**config.mk**
```make
export PLATFORM = sky130hd
export DESIGN_NAME = median_sort_driver
export DESIGN_NICKNAME = d
export VERILOG_FILES = /design/src/rtl/median_sort_driver_pkg.sv /design/src/rtl/window_loader.sv /design/src/rtl/median_sort_driver.sv
export VERILOG_INCLUDE_DIRS = /design/src /design/src/rtl
export SDC_FILE = /design/constraint.sdc
export NUM_CORES = 1
export LEC_CHECK = 0
export CORE_MARGIN = 3
export CORE_UTILIZATION = 48
export DETAILED_ROUTE_END_ITERATION = 8
export PLACE_DENSITY = 0.87
export SLEW_MARGIN = 20
export SYNTH_ARGS = -nofsm -noshare
export SYNTH_HDL_FRONTEND = slang
export SYNTH_SLANG_ARGS = --single-unit
```
**constraint.sdc**
```tcl
create_clock -name CLK -period 1.9 [get_ports CLK]
set_input_delay 0.19 -clock CLK [delete_from_list [all_inputs] [get_ports CLK]]
set_output_delay 0.19 -clock CLK [all_outputs]
set_load 0.01 [all_outputs]
```
**src/rtl/common.vh**
```
// Shared data-width definition for the median filter datapath.
`ifndef COMMON_VH
`define COMMON_VH
`ifndef BIT_WIDTH
`define BIT_WIDTH 8
`endif
`endif

```
**src/rtl/median_sort_driver_pkg.sv**
```systemverilog
// Shared widths and helpers for the median sort driver and its window bank.
`include "common.vh"

package median_sort_driver_pkg;
   localparam int unsigned DATA_W = `BIT_WIDTH;
   localparam int unsigned IDX_W  = 4;

   // Counter must hold max_val itself, so size for max_val+1 states.
   function automatic int unsigned cnt_width(input int unsigned max_val);
      return (max_val < 1) ? 1 : $clog2(max_val + 1);
   endfunction
endpackage

```
**src/rtl/window_loader.sv**
```systemverilog
// Write-by-index register bank holding one 3x3 window, cleared by reset.
module window_loader
   import median_sort_driver_pkg::*;
#(
   parameter int unsigned NUM_SLOTS = 9
) (
   input  logic              CLK,
   input  logic              RST,
   input  logic              wr_en,
   input  logic [IDX_W-1:0]  wr_idx,
   input  logic [DATA_W-1:0] wr_data,
   output logic [DATA_W-1:0] slot_o [NUM_SLOTS]
);
   genvar gi;
   generate
      for (gi = 0; gi < NUM_SLOTS; gi++) begin : g_slot
         logic [DATA_W-1:0] slot_q;
         logic [DATA_W-1:0] slot_d;

         always_comb begin
            slot_d = slot_q;
            if (wr_en && (wr_idx == IDX_W'(gi))) begin
               slot_d = wr_data;
            end
         end

         always_ff @(posedge CLK) begin
            if (RST) begin
               slot_q <= '0;
            end else begin
               slot_q <= slot_d;
            end
         end

         assign slot_o[gi] = slot_q;
      end
   endgenerate
endmodule

```
**src/rtl/median_sort_driver.sv**
```systemverilog
// Collects nine pixels, hands the window to an external sort unit and
// forwards its median downstream with valid/ready handshaking.
`include "common.vh"

module median_sort_driver
   import median_sort_driver_pkg::*;
#(
   parameter int unsigned TIMEOUT_CYC = 63
) (
   input  logic              CLK,
   input  logic              RST,
   input  logic              pix_valid_i,
   input  logic [DATA_W-1:0] pix_data_i,
   output logic              pix_ready_o,
   output logic              start_o,
   output logic [DATA_W-1:0] win_data0_o,
   output logic [DATA_W-1:0] win_data1_o,
   output logic [DATA_W-1:0] win_data2_o,
   output logic [DATA_W-1:0] win_data3_o,
   output logic [DATA_W-1:0] win_data4_o,
   output logic [DATA_W-1:0] win_data5_o,
   output logic [DATA_W-1:0] win_data6_o,
   output logic [DATA_W-1:0] win_data7_o,
   output logic [DATA_W-1:0] win_data8_o,
   input  logic              sort_valid_i,
   input  logic [DATA_W-1:0] sort_median_i,
   output logic              med_valid_o,
   output logic [DATA_W-1:0] med_data_o,
   input  logic              med_ready_i,
   output logic              err_timeout_o
);
   localparam int unsigned NUM_SLOTS = 9;
   localparam int unsigned CNT_W     = cnt_width(TIMEOUT_CYC);

   localparam logic [1:0] ENC_COLLECT   = 2'd0;
   localparam logic [1:0] ENC_WAIT_SORT = 2'd1;
   localparam logic [1:0] ENC_RELEASE   = 2'd2;
   localparam logic [1:0] ENC_OUTPUT    = 2'd3;

   typedef enum logic [1:0] {
      COLLECT   = ENC_COLLECT,
      WAIT_SORT = ENC_WAIT_SORT,
      RELEASE   = ENC_RELEASE,
      OUTPUT    = ENC_OUTPUT
   } state_t;

   state_t            state_q, state_d;
   logic [IDX_W-1:0]  idx_q, idx_d;
   logic [CNT_W-1:0]  cnt_q, cnt_d;
   logic              start_q, start_d;
   logic              med_valid_q, med_valid_d;
   logic [DATA_W-1:0] med_data_q, med_data_d;
   logic              err_q, err_d;
   logic              wr_en;
   logic [DATA_W-1:0] slot_w [NUM_SLOTS];

   always_comb begin
      state_d     = state_q;
      idx_d       = idx_q;
      cnt_d       = cnt_q;
      start_d     = 1'b0;
      med_valid_d = 1'b0;
      med_data_d  = med_data_q;
      err_d       = err_q;
      wr_en       = 1'b0;
      case (state_q)
         COLLECT: begin
            if (pix_valid_i) begin
               wr_en = 1'b1;
               if (idx_q == IDX_W'(NUM_SLOTS - 1)) begin
                  idx_d   = '0;
                  state_d = WAIT_SORT;
                  start_d = 1'b1;
               end else begin
                  idx_d = idx_q + IDX_W'(1);
               end
            end
         end
         WAIT_SORT: begin
            if (sort_valid_i) begin
               med_data_d = sort_median_i;
               cnt_d      = '0;
               state_d    = RELEASE;
            end else if (cnt_q == CNT_W'(TIMEOUT_CYC)) begin
               // Sort unit never answered: drop this window and flag it.
               err_d   = 1'b1;
               cnt_d   = '0;
               state_d = COLLECT;
            end else begin
               cnt_d   = cnt_q + CNT_W'(1);
               start_d = 1'b1;
            end
         end
         RELEASE: begin
            if (!sort_valid_i) begin
               state_d     = OUTPUT;
               med_valid_d = 1'b1;
            end
         end
         OUTPUT: begin
            if (med_ready_i) begin
               state_d = COLLECT;
            end else begin
               med_valid_d = 1'b1;
            end
         end
         default: state_d = COLLECT;
      endcase
   end

   always_ff @(posedge CLK) begin
      if (RST) begin
         state_q     <= COLLECT;
         idx_q       <= '0;
         cnt_q       <= '0;
         start_q     <= 1'b0;
         med_valid_q <= 1'b0;
         med_data_q  <= '0;
         err_q       <= 1'b0;
      end else begin
         state_q     <= state_d;
         idx_q       <= idx_d;
         cnt_q       <= cnt_d;
         start_q     <= start_d;
         med_valid_q <= med_valid_d;
         med_data_q  <= med_data_d;
         err_q       <= err_d;
      end
   end

   window_loader #(
      .NUM_SLOTS(NUM_SLOTS)
   ) u_window_loader (
      .CLK    (CLK),
      .RST    (RST),
      .wr_en  (wr_en),
      .wr_idx (idx_q),
      .wr_data(pix_data_i),
      .slot_o (slot_w)
   );

   assign pix_ready_o   = (state_q == COLLECT);
   assign start_o       = start_q;
   assign med_valid_o   = med_valid_q;
   assign med_data_o    = med_data_q;
   assign err_timeout_o = err_q;

   assign win_data0_o = slot_w[0];
   assign win_data1_o = slot_w[1];
   assign win_data2_o = slot_w[2];
   assign win_data3_o = slot_w[3];
   assign win_data4_o = slot_w[4];
   assign win_data5_o = slot_w[5];
   assign win_data6_o = slot_w[6];
   assign win_data7_o = slot_w[7];
   assign win_data8_o = slot_w[8];
endmodule
```
; Yosys cells after proc, flatten, opt, wreduce, memory -nomap -nowiden
; Index checks and enable logic that the tools add are counted.
; Widths: inputs -> output; s select.
[op_classes]
div_mod_pow = 0
shift = 0
eq_ne = 17
multipliers = 0
n_bitwise = 1
n_addsub = 2
n_lt_le_gt_ge = 0
mux = 20
reduce_logical = 15
[ops]
columns = cell, count
row1 = $eq 4x3->1 const B, 4
row2 = $mux 2, 6
row3 = $mux 6, 2
row4 = $logic_and 1x1->1, 9
row5 = $eq 4x2->1 const B, 2
row6 = $mux 1, 8
row7 = $pmux 2 s4, 1
row8 = $add 6x1->6 const B, 1
row9 = $eq 6x6->1 const B, 1
row10 = $ne 2x2->1 const B, 3
row11 = $reduce_and 5->1, 1
row12 = $add 4x1->4 const B, 1
row13 = $eq 2x2->1 const B, 2
row14 = $eq 4x1->1 const B, 1
row15 = $eq 4x4->1 const B, 1
row16 = $logic_not 4->1, 1
row17 = $mux 4, 1
row18 = $pmux 1 s2, 2
row19 = $reduce_and 2->1, 2
row20 = $ne 3x3->1 const B, 1
row21 = $reduce_and 3->1, 1
row22 = $eq 2x1->1 const B, 1
row23 = $logic_not 2->1, 1
row24 = $ne 2x1->1 const B, 1
row25 = $not 1->1, 1
[word_totals]
ff_bits = 95
latch_bits = 0
ram_bits = 0
romBits = 0
inputBits = 21
wordCells = 71
memories = 0

; Longest topological paths before layout
[logic_depth]
word_depth = 4
ltp_mapped = 7
ltp_nobuf = 5

; Cells and area by module
; From an unflattened synthesis, not the netlist that was laid out.
[unflattened]
hier_cells = 375
area_unflattened_um2 = 3938.8
[modules_own_cells]
columns = mod, n_inst, cells_each, seq_area_each_um2, area_each_um2
row1 = window_loader, 1, 260, 1441.4, 2884.0
row2 = median_sort_driver, 1, 115, 460.4, 1054.8

; Worst setup path after synthesis
; OpenSTA, ideal clock, no wires.
[synth_timing]
kind = register to register
start = register idx_q[2]
end = register u_window_loader.g_slot[4].slot_q[2]
path_slack_ps = 408
setup_time_ps = 132
t_required_ps = 1768
path_buffers = 2
t_arrival_ps = 1360
synth_period_minus_slack_ps = 1492
stages_incl_launch_ff = 6
path_cell_list = dfxtp_1 buf_2 or4b_4 clkbuf_1 o21ai_0 a21oi_1
[synth_via]
elab_chain_cells = 2
[synth_rtl]
columns = element, line
row1 = "start, declared", median_sort_driver.sv:48  ; logic [IDX_W-1:0] idx_q, idx_d;
row2 = "start signal, assigned", median_sort_driver.sv:122  ; idx_q <= idx_d;
row3 = $eq 4x3->1, window_loader.sv:22  ; if (wr_en && (wr_idx == IDX_W'(gi))) begin
row4 = $logic_and 1x1->1, window_loader.sv:22
row5 = "end signal, assigned", window_loader.sv:31  ; slot_q <= slot_d;
row6 = "end, declared", window_loader.sv:17  ; logic [DATA_W-1:0] slot_q;
; No other way between the ends.
; A chain may end at the register's enable or synchronous reset.

; Worst setup path after layout
[layout_timing]
start = register state_q[0]
end = register cnt_q[3]
[layout_via]
elab_chain_cells = 1
[layout_rtl]
columns = element, line
row1 = "start, declared", median_sort_driver.sv:47  ; state_t state_q, state_d;
row2 = "start signal, assigned", median_sort_driver.sv:121  ; state_q <= state_d;
row3 = $eq 2x1->1, median_sort_driver.sv:66  ; case (state_q)
row4 = "end signal, assigned", median_sort_driver.sv:123  ; cnt_q <= cnt_d;
row5 = "end, declared", median_sort_driver.sv:49  ; logic [CNT_W-1:0] cnt_q, cnt_d;
; No other way between the ends.

==> reports/metrics.yaml <==
yosys:
  synth_area_per_cell_um2: 8.41
  synth_most_common_cell: "dfxtp_1"
  synth_top_area_share_pct: 49.0
  netlist_instances: 462
  synth_nets: 488
  synth_area_leaders: "dfxtp_1, a21oi_1, nand3_1"
  synth_area_leader_cell: "dfxtp_1"
  synth_seq_cells: 95
  seq_area_frac_synth_pct: 49.0
  yosys_warnings: 0
  async_reset_ff_share_pct: 0
  ys_types: 38
  synth_edf_count: 0
  synthFlopType: "dfxtp_1"
  ys_top_cells_by_count: "dfxtp_1, a21oi_1, nand3_1"
  netlist_area_um2: 3880
clock_tree:
  cts_tree: "built"
  post-cts-setup-buffer-count: 0
  cts_sinks: 95
  clock_latency_ns: 0.36
  clk_pin_slew_worst_paths_ns: 0.09
  cts_max_path_buffers: 2
  cts_buffers: 9
  htreeDepth: 3
  cts_root_buffer: "clkbuf_8"
  cts_hold_buf: 0
die:
  die_y_um: 96.0
  die_area_um2: 9210
  io_pins: 105
  initial_utilization_pct: 49.8
  num_rows: 32
  core_area_um2: 7810
  dieWidth_um: 96.0
route:
  wire_per_inst_um: 16.9
  first_iter_violations: 319
  antenna_left: 0
  wl_um: 10900
  post-route-drc-count: 0
  via_per_inst: 5.93
  dr_total_vias: 3830
  firstDrtPassIters: 7
timing:
  finalWorstPathRequiredPeriod_ns: 1.74
  tns_ns: 0
  finClkSkew_ns: 0.0184
  setup_viol: 0
  rsz0062_at_grt: "false"
  worstMarginPinSlew_ns: 0.609
  timing.fmax_ghz: 0.573
  drv_slew: 0
  hold_slack_ns: 0.226
  hold_viol: 0
  slew_headroom_pct: 59.3
  min_period_over_period_pct: 91.8
worst_setup_path:
  rr_worst_depth: 3
  path_class: "register to register"
  required_ns: 2.18
  rr_startpoint: "state_q[0]"
  critPathCapture: "cnt_q[3]"
  cp-start-kind: "register"
  end_kind: "register"
  critical_path.max_fanout: 13
  r2r-end: "cnt_q[3]"
  crit_arrival_ns: 2.02
  crit_path_start: "state_q[0]"
  r2r_setup_slack_ns: 0.16
finish:
  fill_cells: 637
  area_growth_pct: 34.7
  seq_area_um2: 1900
  drive_gt1_share_pct: 7.54
  multi_input_area_um2: 1760
  final_nets: 565
  antenna_cells: 0
pwr:
  power_density_nw_per_um2: 768
  power_leakage_nw: 1.75
  peakVddDrop_mv: 0.479
global_route:
  grt_util_all_layers_pct: 23.9
  grt_start_max_net_pins: 79
  grt_pass1_wl_um: 17200
  antenna_found_initial: 0
  grt_pass1_vias: 3464
  gr-total-overflow: 0
worst_hold_path:
  hold_class: "primary input to register"
flow_run:
  drv_cap: 0
status:
  outcome: "finished, final reports clean"
placed_design:
  dp_hpwl_um: 7270
  place.gp.congestion: 0.896
  portBuffers: 104
## layer usage
layer	vias to the layer above	GRT usage, %	routed length (um)
met5	-	0	0
met4	0	9.36	276
met3	31	6.80	1130
met2	208	38.8	5160
met1	1793	30.1	4380
li1	1798	-	-
## cells by family (layout without fill, tap and decap cells)
logic type	Yosys count	count (layout)	synth area share, %
flops	95	95	49.0
compound gates	167	167	22.4
buf+inv	57	139	6.05
fa+ha+maj	5	5	1.61
xor+xnor	1	1	0.225
mux	8	8	2.06
simple gates	129	129	18.7
## layout by cell type (no fill, tap or decap), types with 5 or more instances in the layout
cell type	Yosys	layout
ha_1	5	5
clkbuf_8	0	9
nor2_1	13	12
o21ai_0	73	73
a21oi_1	78	78
buf_4	2	13
nand3_1	75	75
dfxtp_1	95	94
clkdlybuf4s50_1	0	102
mux2i_1	8	8
nand2_1	12	12
## metrics by stage
step / std cells / area (um2) / setup WS (ns) / total power, W / utilization, %
2_1_floorplan: 462 / 3880 / 0.408 / 0.00228 / -
3_3_place_gp: 630 / 4970 / 0.129 / 0.00242 / 63.7
3_5_place_dp: 630 / 4970 / 0.0899 / 0.00244 / 63.7
4_1_cts: 646 / 5230 / 0.0210 / 0.00403 / 67.0
5_1_grt: 646 / 5230 / 0.0130 / 0.00415 / 67.0
6_report: 646 / 5230 / 0.156 / 0.00402 / 67.0
## where the power goes
| group | internal [W] | leakage [nW] | switching [W] | total [W] |
|---|---|---|---|---|
| registers | 0.00202 | 0.768 | 0.0000230 | 0.00205 |
| logic | 0.000142 | 0.862 | 0.000209 | 0.000351 |
| clock network | 0.000892 | 0.122 | 0.000730 | 0.00162 |
## critical path, cell delays in order, from the launching register on
cell and delay [ns]:
dfxtp_1 0.63, nand2b_1 0.32, or4_1 0.54, a31oi_1 0.18
## worst min-delay path by stage
stage,cells after the start,start,to
floorplan,2,sort_median_i[0],med_data_o[0]
detailed placement,2,err_timeout_o,err_timeout_o
CTS,2,RST,med_data_o[7]
finish,2,RST,med_data_o[2]
global placement,2,err_timeout_o,err_timeout_o
global route,2,RST,med_data_o[7]
## state kept, by name (all words and copies together) (netlist names), named ones only
| signal | flops |
|---|---|
| cnt_q | 6 |
| u_window_loader.g_slot.slot_q | 72 |
| state_q | 1 |
| start_o | 1 |
| idx_q | 4 |
| med_data_o | 8 |
| med_valid_o | 1 |
| err_timeout_o | 1 |
## area by class of cell
| class | count | share of cell area [%] |
|---|---|---|
| Multi-Input combinational cell | 310 | 33.6 |
| Clock inverter | 7 | 2.42 |
| Inverter | 4 | 0.287 |
| Tap cell | 102 | 2.44 |
| Clock buffer | 9 | 2.37 |
| Sequential cell | 95 | 36.4 |
| Timing Repair Buffer | 119 | 22.5 |
## what timing repair did
action | in CTS | in global routing
hold endpoints to repair | 0 | 0
gates resized for setup | 2 | 1
setup endpoints to repair | 1 | 1
(Power assumes the default switching activity.)
